==> src/rtl/gpioemu_mulpop.sv <==
// Bus-mapped shift-add multiplier with bit-serial popcount and completion counter.
// Optional overflow counter at +0x28 is built when GPIOEMU_MULPOP_ERRCNT_EN is defined.
module gpioemu_mulpop #(
  parameter int unsigned OPW       = 24,
  parameter int unsigned RESW      = 32,
  parameter logic [15:0] BASE_ADDR = 16'h0380,
  parameter int unsigned CNTW      = 16
) (
  input  logic        clk,
  input  logic        n_reset,
  input  logic [15:0] saddress,
  input  logic        srd,
  input  logic        swr,
  input  logic [31:0] sdata_in,
  output logic [31:0] sdata_out,
  input  logic [31:0] gpio_in,
  input  logic        gpio_latch,
  output logic [31:0] gpio_out,
  output logic [31:0] gpio_in_s_insp
);

  localparam int unsigned PW = 2 * OPW;
  localparam int unsigned XW = (PW > RESW) ? PW : RESW;
  localparam int unsigned LW = $clog2(RESW + 1);
  localparam int unsigned MW = (OPW > RESW) ? OPW : RESW;
  localparam int unsigned SW = $clog2(MW + 1);

  typedef enum logic [1:0] {StIdle, StMult, StCount, StDone} state_e;

  state_e            state_q, state_d;
  logic [OPW-1:0]    a1_q, a2_q;
  logic [PW-1:0]     mcand_q, mcand_d;
  logic [OPW-1:0]    mplier_q, mplier_d;
  logic [PW-1:0]     acc_q, acc_d;
  logic [LW-1:0]     pop_q, pop_d;
  logic [SW-1:0]     step_q, step_d;
  logic [RESW-1:0]   w_q;
  logic [LW-1:0]     l_q;
  logic              valid_q, ready_q;
  logic [CNTW-1:0]   cnt_q;
  logic [31:0]       gpio_in_s_q;
  logic [31:0]       rdata_q, rdata_d;

  logic sel_a1, sel_a2, sel_w, sel_l, sel_ctrl;
  logic start, op_zero, done;
  logic [XW-1:0]   prod_ext;
  logic [XW-1:0]   prod_shift;
  logic [RESW-1:0] res_w;
  logic            res_hi_zero;
  logic            unused_sdata;

  assign sel_a1   = (saddress == BASE_ADDR);
  assign sel_a2   = (saddress == BASE_ADDR + 16'h0008);
  assign sel_w    = (saddress == BASE_ADDR + 16'h0010);
  assign sel_l    = (saddress == BASE_ADDR + 16'h0018);
  assign sel_ctrl = (saddress == BASE_ADDR + 16'h0020);

  assign start   = swr && sel_ctrl && ready_q;
  assign op_zero = (a1_q == '0) || (a2_q == '0);
  assign done    = (state_q == StDone);

  // Product widened so both the result slice and the overflow test stay legal for any widths.
  assign prod_ext    = XW'(acc_q);
  assign prod_shift  = prod_ext >> step_q;
  assign res_w       = prod_ext[RESW-1:0];
  assign res_hi_zero = ((prod_ext >> RESW) == '0);

  assign unused_sdata = ^sdata_in;

  always_ff @(posedge clk or negedge n_reset) begin
    if (!n_reset) begin
      state_q  <= StIdle;
      mcand_q  <= '0;
      mplier_q <= '0;
      acc_q    <= '0;
      pop_q    <= '0;
      step_q   <= '0;
    end else begin
      state_q  <= state_d;
      mcand_q  <= mcand_d;
      mplier_q <= mplier_d;
      acc_q    <= acc_d;
      pop_q    <= pop_d;
      step_q   <= step_d;
    end
  end

  always_comb begin
    state_d  = state_q;
    mcand_d  = mcand_q;
    mplier_d = mplier_q;
    acc_d    = acc_q;
    pop_d    = pop_q;
    step_d   = step_q;
    unique case (state_q)
      StIdle: begin
        if (start) begin
          mcand_d  = PW'(a1_q);
          mplier_d = a2_q;
          acc_d    = '0;
          pop_d    = '0;
          step_d   = '0;
          state_d  = op_zero ? StDone : StMult;
        end
      end
      StMult: begin
        if (mplier_q[0]) acc_d = acc_q + mcand_q;
        mcand_d  = mcand_q << 1;
        mplier_d = mplier_q >> 1;
        if (step_q == SW'(OPW - 1)) begin
          step_d  = '0;
          state_d = StCount;
        end else begin
          step_d = step_q + SW'(1);
        end
      end
      StCount: begin
        pop_d = pop_q + LW'(prod_shift[0]);
        if (step_q == SW'(RESW - 1)) begin
          step_d  = '0;
          state_d = StDone;
        end else begin
          step_d = step_q + SW'(1);
        end
      end
      StDone: state_d = StIdle;
      default: state_d = StIdle;
    endcase
  end

`ifdef GPIOEMU_MULPOP_ERRCNT_EN
  logic        sel_err;
  logic [15:0] errcnt_q;

  assign sel_err = (saddress == BASE_ADDR + 16'h0028);

  always_ff @(posedge clk or negedge n_reset) begin
    if (!n_reset) begin
      errcnt_q <= '0;
    end else if (done && !res_hi_zero && (errcnt_q != 16'hFFFF)) begin
      errcnt_q <= errcnt_q + 16'd1;
    end
  end
`endif

  always_comb begin
    rdata_d = '0;
    if (sel_a1) begin
      rdata_d = 32'(a1_q);
    end else if (sel_a2) begin
      rdata_d = 32'(a2_q);
    end else if (sel_w) begin
      rdata_d = 32'(w_q);
    end else if (sel_l) begin
      rdata_d = 32'(l_q);
    end else if (sel_ctrl) begin
      rdata_d = {30'b0, ready_q, valid_q};
`ifdef GPIOEMU_MULPOP_ERRCNT_EN
    end else if (sel_err) begin
      rdata_d = {16'b0, errcnt_q};
`endif
    end
  end

  // Reads sample pre-edge state, so a same-cycle write is not visible to the read.
  always_ff @(posedge clk or negedge n_reset) begin
    if (!n_reset) begin
      a1_q        <= '0;
      a2_q        <= '0;
      w_q         <= '0;
      l_q         <= '0;
      valid_q     <= 1'b1;
      ready_q     <= 1'b1;
      cnt_q       <= '0;
      gpio_in_s_q <= '0;
      rdata_q     <= '0;
    end else begin
      if (swr && sel_a1) a1_q <= sdata_in[OPW-1:0];
      if (swr && sel_a2) a2_q <= sdata_in[OPW-1:0];
      if (start) ready_q <= 1'b0;
      if (done) begin
        w_q     <= res_w;
        l_q     <= pop_q;
        valid_q <= res_hi_zero;
        ready_q <= 1'b1;
        cnt_q   <= cnt_q + CNTW'(1);
      end
      if (gpio_latch) gpio_in_s_q <= gpio_in;
      if (srd) rdata_q <= rdata_d;
    end
  end

  assign sdata_out      = rdata_q;
  assign gpio_out       = 32'(cnt_q);
  assign gpio_in_s_insp = gpio_in_s_q;

endmodule

==> config.mk <==
export PLATFORM = sky130hd
export DESIGN_NAME = gpioemu_mulpop
export DESIGN_NICKNAME = d
export VERILOG_FILES = /design/src/rtl/gpioemu_mulpop.sv
export SDC_FILE = /design/constraint.sdc
export NUM_CORES = 1
export LEC_CHECK = 0
export BUFFER_PORTS_ARGS = -buffer_cell sky130_fd_sc_hd__buf_2
export CAP_MARGIN = 40
export CORE_UTILIZATION = 38
export CTS_BUF_LIST = sky130_fd_sc_hd__clkbuf_4
export CTS_CLUSTER_DIAMETER = 60
export DETAILED_ROUTE_END_ITERATION = 6
export SYNTH_ARGS = -nofsm -noshare
export SYNTH_HDL_FRONTEND = slang
export SYNTH_SLANG_ARGS = --single-unit
==> constraint.sdc <==
create_clock -name clk -period 9.45 [get_ports clk]
set_clock_uncertainty 0.2 [all_clocks]
set_input_delay 0.945 -clock clk [delete_from_list [all_inputs] [get_ports clk]]
set_output_delay 0.945 -clock clk [all_outputs]
set_load 0.1 [all_outputs]
==> summary.md, run 1 <==
| Metric | Value |
|---|---|
| Outcome | completed |
| Global Route Usage Sum | ~19% |
| Vias in the first global route | ~12000 |
| Worst r2r dst | acc_q[44]$_DFFE_PN0P_ |
| Syn Inst Count | ~1500 |
| TritonRoute pass-1 iters | 5 |
| # DRC | 0 |
| Final Max Tran Viols | 0 |
| Unrepaired setup endpoints after global routing | false |
| Row count | 74 |
| Root buffer cell | clkbuf_4 |
| Met3 GRT Util | between 4 and 5% |
| Synth unique cells | 66 |
| Setup slack at placement | 5.29 ns |
| Post-CTS Setup Repair Bufs | 0 |
| Final RePlAce weighted congestion | 0.868 |
| Core area | 0.0407 mm^2 |
| Seq cells post-synth | about 300 |
| Top_reg_cell synth | dfrtp_1 |
| CP bufs+invs | 0 |
| Die Wd | approximately 210 um |
| Maximum vdd drop | about 0.000066 V |
| Initial drt markers | approximately 740 |
| Period minus WS final | ~3.7 ns |
| Met1 usage | about 25% |
| Die H | 205 um |
| Setup WS post-layout | between 5 and 6 ns |
| Sequential cell area | about 0.0076 mm^2 |
| CTS tree | built |
| Initial Utilization | around two fifths |
| Final setup fails | 0 |
| Slew headroom | around two fifths |
| Met2 global-route usage | 28.7% |
| Hold Path Class | in2async |
| CP Max Fanout | 7 |
| Critical path cell sequence | ha_1 -> fa_1 -> a21o_1 -> a221oi_1 -> nor3_1 -> o211ai_1 -> o21ba_2 -> o21ai_2 -> a221oi_1 -> o41ai_1 -> xor2_1 -> a22o_1 |
| R2R Path Start | acc_q[0]$_DFFE_PN0P_ |
| DPL Wire Length | between 20 and 30 mm |
| CTS Buf Count | 83 |
| Hold_buf cts | 0 |
| LEAKAGE | around 8.6 nW |
| Post-route ant nets | 0 |
| Synth warn | 0 |
| Layout cell share with drive strength beyond 1 | around 28% |
| Number of H-tree levels | 3 |
| GRT busiest layer | met2 |
| Post-synth EDFFs | 0 |
| FF-to-FF path depth | 12 |
| Initial antenna violation count | 2 |
| Fmax | ~0.27 GHz |
| Gr ovfl total | 0 |
| Port Buf Inserts | about 160 |
| Register area share after synthesis | roughly half |
| Crit-path most repeated cell | a221oi_1 |
| Worst-path clk slew | 0.07 ns |
| Critical Path Sink Type | register |
| Startpoint types | register |
| CP arrival | approximately 4.1 ns |
| Post-CTS resize count | 0 |
| Die area | 0.0421 mm^2 |
| Largest net degree at the start of global routing | 95 |
| MaxCap Viol Count | 0 |
| # nets final | around 1800 |
| Max clock buf depth | 3 |
| Hold slack final | approximately 0.032 ns |
| Multi-input gate area | approximately 0.0076 mm^2 |
| Worst EP required | between 9 and 10 ns |
| Final Hold Fails | 0 |
| WS Path Type | reg2reg |
| Clk_lat worst skew | approximately 0.74 ns |
| FF-to-FF setup slack | approximately 5.7 ns |
| CP max stage cell | a221oi_1 |
| Io pins | 181 |
| Tcrit/Tclk final | roughly two fifths |
| Setup_tns | 0 ns |
| Number of vias per cell | 5.27 |
| Area grow syn2layout | 15.2% |
| Ys async rst share | between 90% and 100% |
| Synthesized cell area | 0.0157 mm^2 |
| Top cell family by delay on the critical path | compound AO/OA/AOI/OAI gates |
| Total Wirelength | 37.8 mm |
| Slew @ Worst Pin | around 0.9 ns |
| First-pass GRT wire length | 62.5 mm |
| Vias | between 10000 and 15000 |
| Power per cell area | between 150 and 200 mW/mm^2 |
| Fill count | between 3000 and 4000 |
| TritonCTS Sinks | between 300 and 400 |
| Wire per inst | 16.9 um |
| Max incr delay on CP | about 0.46 ns |
| Syn avg cell area | 10.7 um^2 |
## metal layers
metal / vias up / part of all wire, % / routed length, um
li1: 5662 / - / -
met1: 5789 / 47 / 17800
met2: 276 / 45 / 17200
met3: 50 / 5.4 / 2040
met4: 0 / 2.1 / 794
met5: - / 0 / 0
## layout make-up
type | instances | share of cell area (%)
Inverter | 50 | 1.04
Sequential cell | 302 | 41.9
Antenna cell | 4 | 0.0554
Multi-Input combinational cell | 1029 | 41.9
Clock buffer | 126 | 5.24
Timing Repair Buffer | 175 | 5.61
Tap cell | 532 | 3.69
Clock inverter | 18 | 0.610
## metrics by stage
step | instances | instance area [um^2] | total power [mW] | util [%]
3_3_place_gp | 2081 | 16900 | 1.56 | 41.4
2_1_floorplan | 1481 | 15700 | 1.50 | -
3_5_place_dp | 2088 | 17000 | 1.57 | 41.7
5_1_grt | 2235 | 18100 | 2.86 | 44.3
6_report | 2236 | 18100 | 2.72 | 44.3
4_1_cts | 2232 | 18000 | 2.77 | 44.3
## state kept, by name, indices dropped and copies added, names as in the netlist, 6 cells and up
| name | count |
|---|---|
| gpio_in_s_insp | 32 |
| l_q | 6 |
| a2_q | 24 |
| mplier_q | 24 |
| pop_q | 6 |
| a1_q | 24 |
| acc_q | 48 |
| step_q | 6 |
| mcand_q | 48 |
| sdata_out | 32 |
| cnt_q | 16 |
| w_q | 32 |
## synth_stat cells, drive strengths merged, types with 3 or more instances
cell | number | area share [%]
xnor2 | 31 | 1.7
clkbuf | 62 | 1.5
and3 | 13 | 0.52
nand2 | 168 | 4.0
a221oi | 4 | 0.22
and2 | 4 | 0.16
o211ai | 9 | 0.43
o21ai | 184 | 5.9
nand2b | 7 | 0.28
a21oi | 52 | 1.7
o31ai | 8 | 0.38
nand3 | 46 | 1.5
inv | 50 | 1.2
ha | 56 | 4.5
nor2b | 7 | 0.28
mux2i | 74 | 4.7
o21bai | 7 | 0.34
a22o | 26 | 1.5
mux2 | 120 | 8.6
buf | 38 | 1.5
nor2 | 24 | 0.57
mux4 | 19 | 2.7
a21o | 31 | 1.5
nor4 | 21 | 1.0
nor3 | 13 | 0.42
xor2 | 29 | 1.6
o41ai | 3 | 0.17
dfrtp | 300 | 48
a31oi | 7 | 0.28
nand4 | 17 | 0.72
## cells in the final DEF, fill, tap and decap left out, types with 4 or more instances in the layout
cell and count:
a21o_1 31, nor2b_1 7, nor2_1 24, a31oi_1 7
a22o_1 26, diode_2 4, mux4_2 19, xnor2_1 31
o31ai_1 8, nor4_1 17, o211ai_1 9, nor3_1 13
o21ai_0 182, a221oi_1 4, buf_4 13, nand4_1 16
o21bai_1 7, ha_1 54, nand2_1 166, nand3_1 46
clkbuf_4 126, mux2_2 120, clkinv_1 10, conb_1 16
xor2_1 29, a21oi_1 51, and2_1 4, inv_1 49
and3_1 13, buf_2 155, nand2b_1 7, dfrtp_1 300
mux2i_1 73
## how the worst max path moves through the flow
stage | from | slack [ns] | cells after the start | end
6_report | acc_q[0]$_DFFE_PN0P_ | 5.75 | 12 | acc_q[44]$_DFFE_PN0P_
5_1_grt | acc_q[0]$_DFFE_PN0P_ | 5.48 | 12 | acc_q[44]$_DFFE_PN0P_
2_1_floorplan | step_q[0]$_DFFE_PN0P_ | 6.07 | 10 | pop_q[1]$_DFFE_PN0P_
4_1_cts | acc_q[0]$_DFFE_PN0P_ | 5.73 | 12 | acc_q[44]$_DFFE_PN0P_
3_5_place_dp | saddress[4] | 5.29 | 6 | mplier_q[17]$_DFFE_PN0P_
3_3_place_gp | saddress[11] | 4.82 | 11 | acc_q[47]$_DFFE_PN0P_
## logic make-up after synthesis
| kind of cell | count (synthesis) | share of synthesized area [%] |
|---|---|---|
| flip-flops | 302 | 48.2 |
| adder cells (fa/ha/maj) | 57 | 4.60 |
| XOR/XNOR | 60 | 3.35 |
| buffers and inverters | 150 | 4.18 |
| AO/OA/AOI/OAI | 351 | 13.4 |
| multiplexers | 213 | 16.1 |
| other | 1 | 0.0239 |
| AND/OR/NAND/NOR | 332 | 10.1 |
## where the power goes
| group | internal (mW) | switching, mW | leakage, nW | total (mW) |
|---|---|---|---|---|
| combinational | 0.0401 | 0.188 | 3.84 | 0.228 |
| sequential | 1.31 | 0.00608 | 4.10 | 1.31 |
| clock | 0.634 | 0.548 | 0.634 | 1.18 |
Note: power is estimated with default switching activity, not from simulation.
==> run 2: changes to the inputs <==
==> constraint.sdc (replaced) <==
create_clock -name clk -period 3.5 [get_ports clk]
set_clock_uncertainty 0.2 [all_clocks]
set_input_delay 0.35 -clock clk [delete_from_list [all_inputs] [get_ports clk]]
set_output_delay 0.35 -clock clk [all_outputs]
set_load 0.1 [all_outputs]
==> summary.md, run 2 (same netlist as run 1, synthesis figures left out) <==
| Metric | Value |
|---|---|
| Outcome | completed |
| Vias in the first global route | 12121 (+2.1%) |
| Die H | 205 um (unchanged) |
| CP arrival | 3.74 ns (-0.37 ns) |
| Clock Power Share | 42.4% (-1.0 points) |
| R2R Path Start | mcand_q[0]$_DFFE_PN0P_ |
| Global Route Usage Sum | 18.9% (+0.40 points) |
| Power per cell area | 388 mW/mm^2 (+160%) |
| Core area | 0.0407 mm^2 (unchanged) |
| Largest net degree at the start of global routing | 93 (-2.1%) |
| Row count | 74 (unchanged) |
| Period minus WS final | 3.32 ns (-0.382 ns) |
| # nets final | 1871 (+4.9%) |
| CP max stage cell | dfrtp_1 |
| Comb power frac | 9.5% (+1.1 points) |
| MaxCap Viol Count | 0 (unchanged) |
| Critical path startpoint | mcand_q[0]$_DFFE_PN0P_ |
| CTS Buf Count | 81 (-2.4%) |
| Commonest non-fill, non-tap cell in the layout | dfrtp_1 |
| Fmax | 0.301 GHz (+11%) |
| Hold Path Class | in2reg |
| Die Wd | 205 um (unchanged) |
| Dpl cells | 2099 (+0.53%) |
| Fill count | 3762 (-2.9%) |
| Worst EP required | 3.92 ns (-5.93 ns) |
| Final setup fails | 0 (unchanged) |
| Die area | 0.0421 mm^2 (unchanged) |
| First-pass GRT wire length | 63.5 mm (+1.7%) |
| Slew @ Worst Pin | 0.869 ns (-0.0183 ns) |
| Min-delay src | saddress[8] |
| Post-route ant nets | 0 (unchanged) |
| Setup WS post-layout | 0.178 ns (-5.57 ns) |
| Io pins | 181 (unchanged) |
| Int Pwr | 5.29 mW (+170%) |
| LEAKAGE | 8.96 nW (+4.4%) |
| TritonCTS Sinks | 302 (unchanged) |
| Area grow syn2layout | 21.0% |
| # DRC | 0 (unchanged) |
| CP Max Fanout | 5 (-2) |
| Worst-path clk slew | 0.07 ns (about the same) |
| TritonRoute pass-1 iters | 5 (unchanged) |
| Max incr delay on CP | 0.40 ns (-0.06 ns) |
| Slew headroom | 41.5% (+0.69 points) |
| Initial antenna violation count | 1 (-1) |
| Vias | 12120 (+2.9%) |
| Commonest cells after routing, fill and taps aside | dfrtp_1, o21ai_0, nand2_1 |
| CTS tree | built |
| Number of H-tree levels | 3 (unchanged) |
| WS Path Type | reg2reg |
| Layout cell share with drive strength beyond 1 | 27.0% (-0.56 points) |
| Net Sw Power | 2.07 mW (+180%) |
| Sequential cell area | 0.00756 mm^2 (unchanged) |
| Sw Ratio | 28.1% (+0.89 points) |
| Largest regs | acc_q x48, mcand_q x48 |
| Hold slack final | 0.0905 ns (+0.0584 ns) |
| Part of the power in registers | 48.2% (about the same) |
| Maximum vdd drop | 0.000218 V (+230%) |
| Fin cells | 2324 (+3.9%) |
| Total Wirelength | 39.1 mm (+3.3%) |
| Startpoint types | register |
| Wire per inst | 16.8 um (-0.59%) |
| Number of vias per cell | 5.22 (-0.98%) |
| Multi-input gate area | 0.00761 mm^2 (+0.70%) |
| Initial drt markers | 719 (-2.3%) |
| Final RePlAce weighted congestion | 0.875 (+0.81%) |
| Critical path cell sequence | ha_2 -> fa_1 -> a21o_1 -> a221oi_2 -> nor3_1 -> o211ai_1 -> buf_4 -> o21ba_2 -> o21ai_4 -> a221oi_1 -> o41ai_1 -> xor2_1 -> a22o_1 |
| Final Max Tran Viols | 0 (unchanged) |
| Initial Utilization | 38.5% (unchanged) |
| Final Hold Fails | 0 (unchanged) |
| Port Buf Inserts | 156 (unchanged) |
| Critical Path Sink Type | register |
| Gr ovfl total | 0 (unchanged) |
| FF-to-FF setup slack | 0.18 ns (-5.57 ns) |
| Clk_lat worst skew | 0.75 ns (about the same) |
| DPL Wire Length | 26.7 mm (+0.62%) |
| Unrepaired setup endpoints after global routing | false |
| Max clock buf depth | 3 (unchanged) |
| Root buffer cell | clkbuf_4 |
| Setup slack at placement | -0.00199 ns (-5.29 ns) |
| Tcrit/Tclk final | 94.9% (+56 points) |
==> run 2: cell type report <==
cell class | instances | share of cell area (%)
Multi-Input combinational cell | 1029 | 40.1
Sequential cell | 302 | 39.9
Timing Repair Buffer | 265 | 10.1
Clock buffer | 114 | 4.51
Tap cell | 532 | 3.51
Inverter | 50 | 0.990
Clock inverter | 31 | 0.878
Antenna cell | 1 | 0.0132
==> run 2: metal layers <==
layer	vias to the layer above	GRT usage, %	share of wire, %
li1	5832	-	-
met1	5934	25.3	46
met2	286	29.5	46
met3	68	3.87	5.0
met4	0	8.68	2.9
met5	-	0	0
==> run 2: critical path: cells and delay by family, from the launching register on <==
| kind | cells | cell delay [ns] |
|---|---|---|
| AOI/OAI and AO/OA | 8 | 1.60 |
| xor gates and xnor gates | 1 | 0.15 |
| buffers and inverters | 1 | 0.15 |
| adders and majority gates | 2 | 0.61 |
| and+or+nand+nor | 1 | 0.10 |
| DFF | 1 | 0.40 |
==> run 2: through the flow <==
step                      area, um^2  utilization, %  total power, mW  TNS [ns]
final                          19000            46.5             7.36         0
after global routing           19000            46.5             7.71         0
after CTS                      18900            46.4             7.49         0
after detailed placement       17100            41.9             4.23  -0.00199
after global placement         17100            41.9             4.23         0
after floorplan                15700               -             4.05         0
==> run 2: path summary, 6_finish.rpt <==
path / to / cells after the start
min in group asynchronous: mcand_q[20]$_DFFE_PN0P_ / 3
max: acc_q[44]$_DFFE_PN0P_ / 13
max in group asynchronous: valid_q$_DFFE_PN1P_ / 4
max reg2reg: acc_q[44]$_DFFE_PN0P_ / 13
min reg2reg: cnt_q[15]$_DFFE_PN0P_ / 1
min: sdata_out[26]$_DFFE_PN0P_ / 6
==> run 2: what timing repair did <==
item,CTS,global route
hold buffers,76,0
endpoints found under the setup margin,3,10
setup buffers,1,2
resized for setup,0,12
endpoints found under the hold margin,391,0
pin swaps,1,3
==> run 2: power groups by stage <==
| stage | clock network, mW | registers, mW | logic (mW) |
|---|---|---|---|
| after floorplan | 0 | 3.89 | 0.166 |
| after global placement | 0 | 3.61 | 0.618 |
| after detailed placement | 0 | 3.61 | 0.622 |
| after CTS | 3.24 | 3.54 | 0.701 |
| after global routing | 3.43 | 3.55 | 0.737 |
| final | 3.12 | 3.55 | 0.697 |
==> run 3: changes to the inputs <==
--- a/config.mk
+++ b/config.mk
@@ -5,12 +5,14 @@
 export SDC_FILE = /design/constraint.sdc
 export NUM_CORES = 1
 export LEC_CHECK = 0
+export ABC_AREA = 1
 export BUFFER_PORTS_ARGS = -buffer_cell sky130_fd_sc_hd__buf_2
 export CAP_MARGIN = 40
-export CORE_UTILIZATION = 38
+export CORE_UTILIZATION = 50
 export CTS_BUF_LIST = sky130_fd_sc_hd__clkbuf_4
 export CTS_CLUSTER_DIAMETER = 60
 export DETAILED_ROUTE_END_ITERATION = 6
+export PLACE_DENSITY = 0.69
 export SYNTH_ARGS = -nofsm -noshare
 export SYNTH_HDL_FRONTEND = slang
 export SYNTH_SLANG_ARGS = --single-unit
==> summary.md, run 3 <==
| Metric | Value |
|---|---|
| Synthesized cell area | 0.0177 mm^2 (+13%) |
| Final Hold Fails | 0 (unchanged) |
| Global Route Usage Sum | 29.6% (+11 points) |
| Commonest non-fill, non-tap cell in the layout | nand2_1 |
| Die H | 190 um (-7.2%) |
| Area leader, netlist | dfrtp_1 |
| Register area share after synthesis | 42.6% (-5.6 points) |
| Min-delay src | saddress[12] |
| Slew headroom | 36.4% (-5.1 points) |
| Ys async rst share | 100% (unchanged) |
| LEAKAGE | 11.1 nW (+24%) |
| Syn avg cell area | 7.20 um^2 (-33%) |
| MaxCap Viol Count | 0 (unchanged) |
| Fill count | 3228 (-14%) |
| Io pins | 181 (unchanged) |
| Initial antenna violation count | 2 (+1) |
| Largest regs | acc_q x48, mcand_q x48 |
| Tcrit/Tclk final | 93.3% (-1.6 points) |
| Synth unique cells | 50 (-24%) |
| Worst r2r dst | pop_q[4]$_DFFE_PN0P_ |
| DPL Wire Length | 37.9 mm (+42%) |
| Die Wd | 190 um (-7.2%) |
| Row count | 68 (-8.1%) |
| Vias | 16835 (+39%) |
| Initial drt markers | 1377 (+92%) |
| Outcome | completed |
| Comb power frac | 32.5% (+23 points) |
| Startpoint types | input pin |
| TritonRoute pass-1 iters | 5 (unchanged) |
| Met1 WL | 24.3 mm (+35%) |
| Gr ovfl total | 0 (unchanged) |
| Number of vias per cell | 5.21 (-0.18%) |
| Root buffer cell | clkbuf_4 |
| Layout cell share with drive strength beyond 1 | 14.3% (-13 points) |
| Part of the power in registers | 37.1% (-11 points) |
| Worst EP required | 3.88 ns (-0.04 ns) |
| R2R Path Start | step_q[0]$_DFFE_PN0P_ |
| Post-synth EDFFs | 0 (unchanged) |
| Met3 Routed Length | 3.72 mm (+90%) |
| CP arrival | 3.64 ns (-0.10 ns) |
| CTS tree | built |
| FF-to-FF path depth | 16 (+3) |
| Unrepaired setup endpoints after global routing | false |
| Power per cell area | 525 mW/mm^2 (+35%) |
| Die area | 0.0362 mm^2 (-14%) |
| Final setup fails | 0 (unchanged) |
| Yosys top cell area share | 42.3% (-5.6 points) |
| Sw Ratio | 41.4% (+13 points) |
| Setup_tns | 0 ns (unchanged) |
| Max layer used | met4 |
| Largest net degree at the start of global routing | 94 (+1.1%) |
| Synth cell count leaders | nand2_1, inv_1, dfrtp_1, o21ai_0, nor2_1 |
| Worst-path clk slew | 0.07 ns (about the same) |
| Seq cells post-synth | 302 (unchanged) |
| Syn Inst Count | 2466 (+68%) |
| Clock Power Share | 30.4% (-12 points) |
| Vias in the first global route | 15921 (+31%) |
| Hold Path Class | in2reg |
| Ranking of synthesized cells by area | dfrtp_1, nand2_1, inv_1 |
| Fmax | 0.306 GHz (+1.7%) |
| # DRC | 0 (unchanged) |
| Number of H-tree levels | 3 (unchanged) |
| Final RePlAce weighted congestion | 0.966 (+10%) |
| Int Pwr | 6.37 mW (+20%) |
| Hold endpoint | sdata_out[25]$_DFFE_PN0P_ |
| TritonCTS Sinks | 302 (unchanged) |
| Fin area | 0.0207 mm^2 (+9.1%) |
| Slew @ Worst Pin | 0.953 ns (+0.0837 ns) |
| Top-count cell post-synth | nand2_1 |
| Total Wirelength | 53.1 mm (+36%) |
| Commonest cells after routing, fill and taps aside | nand2_1, inv_1, dfrtp_1 |
| Post-route ant nets | 0 (unchanged) |
| Initial Utilization | 51.1% (+13 points) |
| Final Max Tran Viols | 0 (unchanged) |
| Clk_lat worst skew | 0.72 ns (-0.03 ns) |
| Port Buf Inserts | 156 (unchanged) |
| First-pass GRT wire length | 84.3 mm (+33%) |
| Wire length on met2 | 24.0 mm (+33%) |
| Wire per inst | 16.4 um (-2.4%) |
| # nets final | 2864 (+53%) |
| Critical Path Sink Type | register |
| Period minus WS final | 3.27 ns (-0.0553 ns) |
| CTS Buf Count | 85 (+4.9%) |
| Maximum vdd drop | 0.000508 V (+130%) |
| Core area | 0.0347 mm^2 (-15%) |
| Net Sw Power | 4.50 mW (+120%) |
| Top_reg_cell synth | dfrtp_1 |
| FF-to-FF setup slack | 0.73 ns (+0.55 ns) |
| CP Max Fanout | 25 (+20) |
| WS Path Type | in2reg |
| Dpl cell area | 0.0189 mm^2 (+11%) |
| Area grow syn2layout | 16.6% |
| Post-CTS Setup Repair Bufs | 0 (-1) |
| Synth warn | 0 (unchanged) |
| Hold Path Depth | 6 (unchanged) |
| Max clock buf depth | 3 (unchanged) |
==> run 3: changes by cell type after synthesis, moves of 14 or more <==
cell and delta:
nand2_1 +740, nand3_1 +67, clkbuf_1 -14, a21o_1 -30
mux2i_1 -74, mux2_2 -88, o31ai_1 +15, o21ai_0 +30
o21ai_2 +14, nor2_1 +116, inv_1 +319, a22o_1 -25
mux4_2 -19
==> run 3: worst max path at each step <==
stage | startpoint | slack, ns | end
floorplan | cnt_q[0]$_DFFE_PN0P_ | 0.81 | cnt_q[14]$_DFFE_PN0P_
global placement | saddress[15] | 0.48 | acc_q[17]$_DFFE_PN0P_
detailed placement | saddress[11] | 0.43 | acc_q[17]$_DFFE_PN0P_
CTS | saddress[2] | 0.12 | acc_q[17]$_DFFE_PN0P_
global route | saddress[2] | 0.08 | acc_q[22]$_DFFE_PN0P_
finish | saddress[2] | 0.23 | acc_q[22]$_DFFE_PN0P_
==> run 3: through the flow <==
stage	cells	setup WS [ns]	hold slack, ns	power, mW	utilization (%)
global placement	3020	0.478	0.180	7.43	54.5
CTS	3231	0.122	0.0184	10.9	59.6
floorplan	2481	0.809	-0.146	6.43	-
global route	3234	0.0809	0.0827	11.4	59.6
finish	3234	0.233	0.0995	10.9	59.6
detailed placement	3020	0.428	0.184	7.47	54.5
==> run 3: what timing repair did <==
item                                    4_1_cts  5_1_grt
gates resized for setup                       0        2
endpoints found under the hold margin       345        0
hold buffers                                 69        0
endpoints found under the setup margin        0       21
==> run 3: final cells by class <==
cell class,count,area [um^2],share of cell area (%)
Timing Repair Buffer,249,1690,8.15
Clock inverter,13,113,0.544
Multi-Input combinational cell,1712,8400,40.6
Inverter,372,1400,6.76
Clock buffer,129,968,4.68
Tap cell,455,569,2.75
Sequential cell,302,7560,36.5
Antenna cell,2,5.00,0.0242
==> run 3: power by group through the flow <==
stage                     clock network [mW]  logic [mW]  registers (mW)
after CTS                               3.39        3.46            4.02
after detailed placement                   0        3.39            4.08
final                                   3.30        3.54            4.03
after global routing                    3.58        3.82            4.05
after floorplan                            0        1.99            4.44
after global placement                     0        3.35            4.08
==> run 3: worst max-delay path, cell delays in order <==
cell	delay, ns
dlygate4sd3_1	0.54
buf_2	0.13
nor2_1	0.11
nand3_2	0.12
nor2_2	0.20
dlygate4sd3_1	0.61
nand4_2	0.16
nand2_4	0.31
nand2_4	0.30
buf_4	0.34
inv_1	0.33
o21ai_0	0.13
==> run 3: per-layer routing <==
| layer | global-route usage (%) | up-vias |
|---|---|---|
| li1 | - | 8258 |
| met2 | 46.5 | 599 |
| met5 | 0 | - |
| met1 | 42.2 | 7893 |
| met4 | 9.11 | 0 |
| met3 | 4.45 | 85 |
==> run 3: cell families after synthesis <==
family | synth area share [%]
AOI/OAI and AO/OA | 10.8
xor gates and xnor gates | 1.97
adders and majority gates | 4.06
buffers and inverters | 10.6
DFF | 42.6
muxes | 2.03
other | 0.0211
and+or+nand+nor | 28.0
